--- src/rtl/character_gen.sv ---
// Transmit side of the '#...?' character-stream protocol: one ASCII character per
// valid/ready beat, framing N words of "BUA" plus a configurable run of extra 'A's.
module character_gen #(
  parameter int unsigned CNT_W = 8,
  parameter int unsigned EXT_W = 4
) (
  input  logic             clk,
  input  logic             reset,
  input  logic             start,
  input  logic [CNT_W-1:0] n_words,
  input  logic [EXT_W-1:0] n_extra,
  output logic [7:0]       out,
  output logic             out_valid,
  input  logic             out_ready,
  output logic             busy,
  output logic             done
);

  typedef enum logic [3:0] {
    IDLE, HASH, CB, CU, CA, CX, SP, QM, DONE
  } state_t;

  localparam logic [CNT_W-1:0] WORD_ONE = CNT_W'(1);
  localparam logic [EXT_W-1:0] EXT_ONE  = EXT_W'(1);

  state_t           state, state_n;
  logic [CNT_W-1:0] word_left, word_n;
  logic [EXT_W-1:0] a_left, a_n;
  logic [EXT_W-1:0] extra_lat, extra_n;
  logic [7:0]       out_d;
  logic             valid_d;
  logic             beat;

  assign beat = out_valid && out_ready;

  always_comb begin
    state_n = state;
    word_n  = word_left;
    a_n     = a_left;
    extra_n = extra_lat;
    unique case (state)
      IDLE: if (start) begin
        word_n  = n_words;
        a_n     = n_extra;
        extra_n = n_extra;
        state_n = HASH;
      end
      HASH: if (beat) state_n = (word_left != '0) ? CB : QM;
      CB:   if (beat) state_n = CU;
      CU:   if (beat) state_n = CA;
      CA: if (beat) begin
        word_n = word_left - WORD_ONE;
        if (a_left != '0)     state_n = CX;
        else if (word_n != '0) state_n = SP;
        else                   state_n = QM;
      end
      // word_left was already decremented on the CA beat of this word
      CX: if (beat) begin
        a_n = a_left - EXT_ONE;
        if (a_n == '0) state_n = (word_left != '0) ? SP : QM;
      end
      SP: if (beat) begin
        a_n     = extra_lat;
        state_n = CB;
      end
      QM:      if (beat) state_n = DONE;
      DONE:    state_n = IDLE;
      default: state_n = IDLE;
    endcase
  end

  // Output character is registered from the next state so it is stable while stalled
  always_comb begin
    out_d   = 8'h00;
    valid_d = 1'b1;
    unique case (state_n)
      HASH:       out_d = 8'h23;
      CB:         out_d = 8'h42;
      CU:         out_d = 8'h55;
      CA, CX:     out_d = 8'h41;
      SP:         out_d = 8'h20;
      QM:         out_d = 8'h3F;
      default:    valid_d = 1'b0;
    endcase
  end

  always_ff @(posedge clk or negedge reset) begin
    if (!reset) begin
      state     <= IDLE;
      word_left <= '0;
      a_left    <= '0;
      extra_lat <= '0;
      out       <= '0;
      out_valid <= 1'b0;
      busy      <= 1'b0;
      done      <= 1'b0;
    end else begin
      state     <= state_n;
      word_left <= word_n;
      a_left    <= a_n;
      extra_lat <= extra_n;
      out       <= out_d;
      out_valid <= valid_d;
      busy      <= valid_d;
      done      <= (state_n == DONE);
    end
  end

endmodule
--- config.mk ---
export PLATFORM = sky130hd
export DESIGN_NAME = character_gen
export DESIGN_NICKNAME = d
export VERILOG_FILES = /design/src/rtl/character_gen.sv
export SDC_FILE = /design/constraint.sdc
export NUM_CORES = 1
export LEC_CHECK = 0
export BUFFER_PORTS_ARGS = -buffer_cell sky130_fd_sc_hd__buf_2
export CAP_MARGIN = 30
export CORE_MARGIN = 5
export CORE_UTILIZATION = 35
export CTS_BUF_LIST = sky130_fd_sc_hd__clkbuf_8
export CTS_CLUSTER_SIZE = 12
export DETAILED_ROUTE_END_ITERATION = 16
export HOLD_SLACK_MARGIN = 0.03
export PLACE_DENSITY_LB_ADDON = 0.08
export SLEW_MARGIN = 15
export SYNTH_ARGS = -nofsm -noshare
export SYNTH_HDL_FRONTEND = slang
export SYNTH_SLANG_ARGS = --single-unit
--- constraint.sdc ---
create_clock -name clk -period 4.9 [get_ports clk]
set_input_delay 0.49 -clock clk [delete_from_list [all_inputs] [get_ports clk]]
set_output_delay 0.49 -clock clk [all_outputs]
set_load 0.02 [all_outputs]
==> metrics.md <==
| Metric | Value |
|---|---|
| Routed vias | `1451` |
| # hold bufs at CTS | `0` |
| DP Area | `between 1500 and 2000 um^2` |
| Routed vias/inst | `5.28` |
| Crit-path cells | `nor4b_2 > nand2_1 > nor3_1 > a221oi_2 > and2_1 > a31o_1` |
| Crit share post-route | `53.3%` |
| Final setup viols | `0` |
| Mapped Area | `1750 um^2` |
| Num ports | `27` |
| Worst IR Drop VDD | `0.000272 V` |
| Worst r2r src | `state[1]` |
| Cells after Synth | `around 190` |
| Avg Inst Size Synth | `9.06 um^2` |
| HP Class | `in2async` |
| #FFs+latches synth | `28` |
| Final hold violations | `0` |
| Leading area contributor after synthesis | `dfrtp_1` |
| CP Class | `reg2reg` |
| Routed WL | `approximately 4100 um` |
| Post-route ant nets | `0` |
| Netlist cell types | `50` |
| Compound-Gate Fraction of Synth Area | `23.0%` |
| Hold Worst Slack | `236 ps` |
| Crit. path cell count | `6` |
| Drt pass-1 iters | `4` |
| Crit path buffers/inverters | `0` |
| Critical path's slowest cell | `nor4b_2` |
| CP endpoint kind | `flip-flop` |
| Largest family of logic cells by synthesized area | `compound AO/OA/AOI/OAI gates` |
| Antenna violations before repair | `0` |
| Slew Limit Fails | `0` |
| DP Wirelength | `just over 3000 um` |
| Max FO, Critical Path | `12` |
| RSZ-0062 raised after global routing | `false` |
| WP data required | `~5100 ps` |
| Die width | `80.7 um` |
| Share of the synthesized area in the top cell type | `40.1%` |
| Area delta synth->final | `8.94%` |
| Layout Nets | `231` |
| Drc violations | `0` |
| Root buf cell | `clkbuf_8` |
| Worst-Margin Slew | `867 ps` |
| Setup Skew | `approximately 3.7 ps` |
| H-tree levels | `1` |
| Synth top area cells | `dfrtp_1 (40%), nor2_1 (4.5%), nand2_1 (4.1%)` |
| Worst setup path endpoint | `out[1]` |
| DR WL/cell | `14.8 um` |
| Total CTS buffers | `3` |
| Xor and xnor area share after synthesis | `between 2 and 2.5%` |
| Initial DRC count | `51` |
| Starting Density | `36.5%` |
| Final GP Congestion | `0.815` |
| CTS tree | `done` |
| Max Cap Viol | `0` |
| Total gr overflow | `0` |
| Reg clk slew, reported paths | `100 ps` |
| Design Area, Final | `roughly 1900 um^2` |
| Multiplexer area fraction after synthesis | `1.93%` |
| Reg2Reg Setup Slack | `2290 ps` |
| Core area | `4790 um^2` |
| Pwr dens | `631 nW/um^2` |
| Startpoint Class | `flip-flop` |
| Final WS setup | `2290 ps` |
| Layout cells sized above 1 | `21.2%` |
| ANT cells | `0` |
| Synth Area in Adders | `3.58%` |
| First-pass GRT wire length | `6620 um` |
| Skew-Pair Late Insertion Delay | `roughly 270 ps` |
| Clock Path Buffers | `2` |
| Synth warn | `0` |
| Register area share after synthesis | `40.1%` |
| Cts repair resizes | `0` |
| CTS Sinks | `28` |
| Worst r2r dst | `out[1]` |
| CP delay by family, top | `simple AND/OR/NAND/NOR gates` |
| Total GRT Usage | `between 10% and 20%` |
| Slew margin rel. | `42.0%` |
| Die Ht | `80.7 um` |
| CP peak stage delay | `820 ps` |
| Post-placement setup slack | `2290 ps` |
| Post-Synth Simple-Gate Area | `21.5%` |
| Outcome | `complete, no violations` |
| Pleak | `slightly above 0.8 nW` |
| PortBufs | `25` |
| Mapped Nets | `214` |
| Largest net degree at the start of global routing | `29` |
| R2r worst-path depth | `6` |
| Die area | `6510 um^2` |
| Number of synthesized flops with an enable pin | `0` |
| Post-synth ARST share | `100%` |
| Row count | `25` |
| Primary FF master, synth | `dfrtp_1` |
| Final Critical Period | `approximately 2600 ps` |
| WP data arrival | `2780 ps` |
| Setup_tns | `0 ps` |
| Overall power | `1.20 mW` |
| Fmax | `383 MHz` |
| Critical Path Start | `state[1]` |
| Vias in the first global route | `around 1400` |
| Setup Fix Bufs, Post-CTS | `0` |
## worst min path at each step
stage / from / to / slack (ps) / cells after the start
6_report: reset / out[6] / 240 / 1
5_1_grt: reset / out[4] / 290 / 1
4_1_cts: reset / word_left[1] / 260 / 1
3_5_place_dp: extra_lat[0] / extra_lat[0] / 480 / 2
3_3_place_gp: extra_lat[0] / extra_lat[0] / 470 / 2
2_1_floorplan: reset / a_left[0] / 190 / 0
## per-layer routing
metal	global-route usage (%)	up-vias	share of wire (%)
li1	-	721	-
met2	21.5	27	49
met1	17.0	699	46
met3	2.69	4	3.9
met5	0	-	0
met4	2.87	0	1.0
## cell families after synthesis
family	Yosys count
AO/OA/AOI/OAI	55
multiplexers	3
XOR/XNOR	4
AND/OR/NAND/NOR	73
adder cells (fa/ha/maj)	5
other	1
buffers and inverters	24
flip-flops	28
## cell usage after synthesis (3+ instances only)
| cell | instances |
|---|---|
| nor4_1 | 3 |
| nor3_1 | 7 |
| inv_1 | 9 |
| o2bb2ai_1 | 3 |
| nand2_1 | 19 |
| o21ai_1 | 11 |
| mux2_2 | 3 |
| dfrtp_1 | 28 |
| ha_1 | 5 |
| nor2_1 | 21 |
| and2_1 | 3 |
| buf_4 | 7 |
| nand3_1 | 5 |
| a211oi_1 | 3 |
| o21ai_0 | 8 |
| a22oi_1 | 3 |
| a21oi_1 | 8 |
| clkbuf_1 | 3 |
## cells in the final DEF (no fill, tap or decap), types with 2 or more instances in the layout
cell type / instances
and3_1: 2
o21ai_1: 11
and2_1: 3
nor4_1: 3
nand3_1: 5
xnor2_1: 2
o31ai_1: 2
ha_1: 5
a22oi_1: 3
a221oi_1: 2
nor3b_1: 2
dfrtp_1: 28
a211oi_1: 3
xor2_1: 2
clkbuf_8: 3
a21oi_1: 8
buf_2: 25
inv_2: 2
o21ai_0: 8
o211ai_1: 2
nor3_1: 7
or4_4: 2
o2bb2ai_1: 3
nand2_1: 19
inv_1: 9
a2bb2oi_1: 2
nor2_1: 21
nor2b_1: 2
mux2_2: 3
## metrics by stage
step / cells / util, %
floorplan: 193 / -
global placement: 272 / 39.0
detailed placement: 272 / 39.0
CTS: 275 / 39.8
global route: 275 / 39.8
finish: 275 / 39.8
## final cells by class
type / count / area (um^2)
fillers: 495 / 2880
multi-input cells: 141 / 913
flip-flops and latches: 28 / 701
repair buffers: 25 / 125
well taps: 67 / 83.8
clock buffers: 3 / 41.3
inverters: 11 / 41.3
## power breakdown
part           switching, mW  internal [mW]  leakage [nW]
Sequential             0.127          0.337         0.338
Combinational          0.353          0.259         0.460
Clock                 0.0704         0.0552        0.0216
Total                  0.551          0.651         0.819
## flip-flops by register name, indices dropped and copies added (netlist names)
signal     count
done           1
a_left         4
word_left      8
extra_lat      4
state          4
out            6
busy           1
Note: power is estimated with default switching activity, not from simulation.
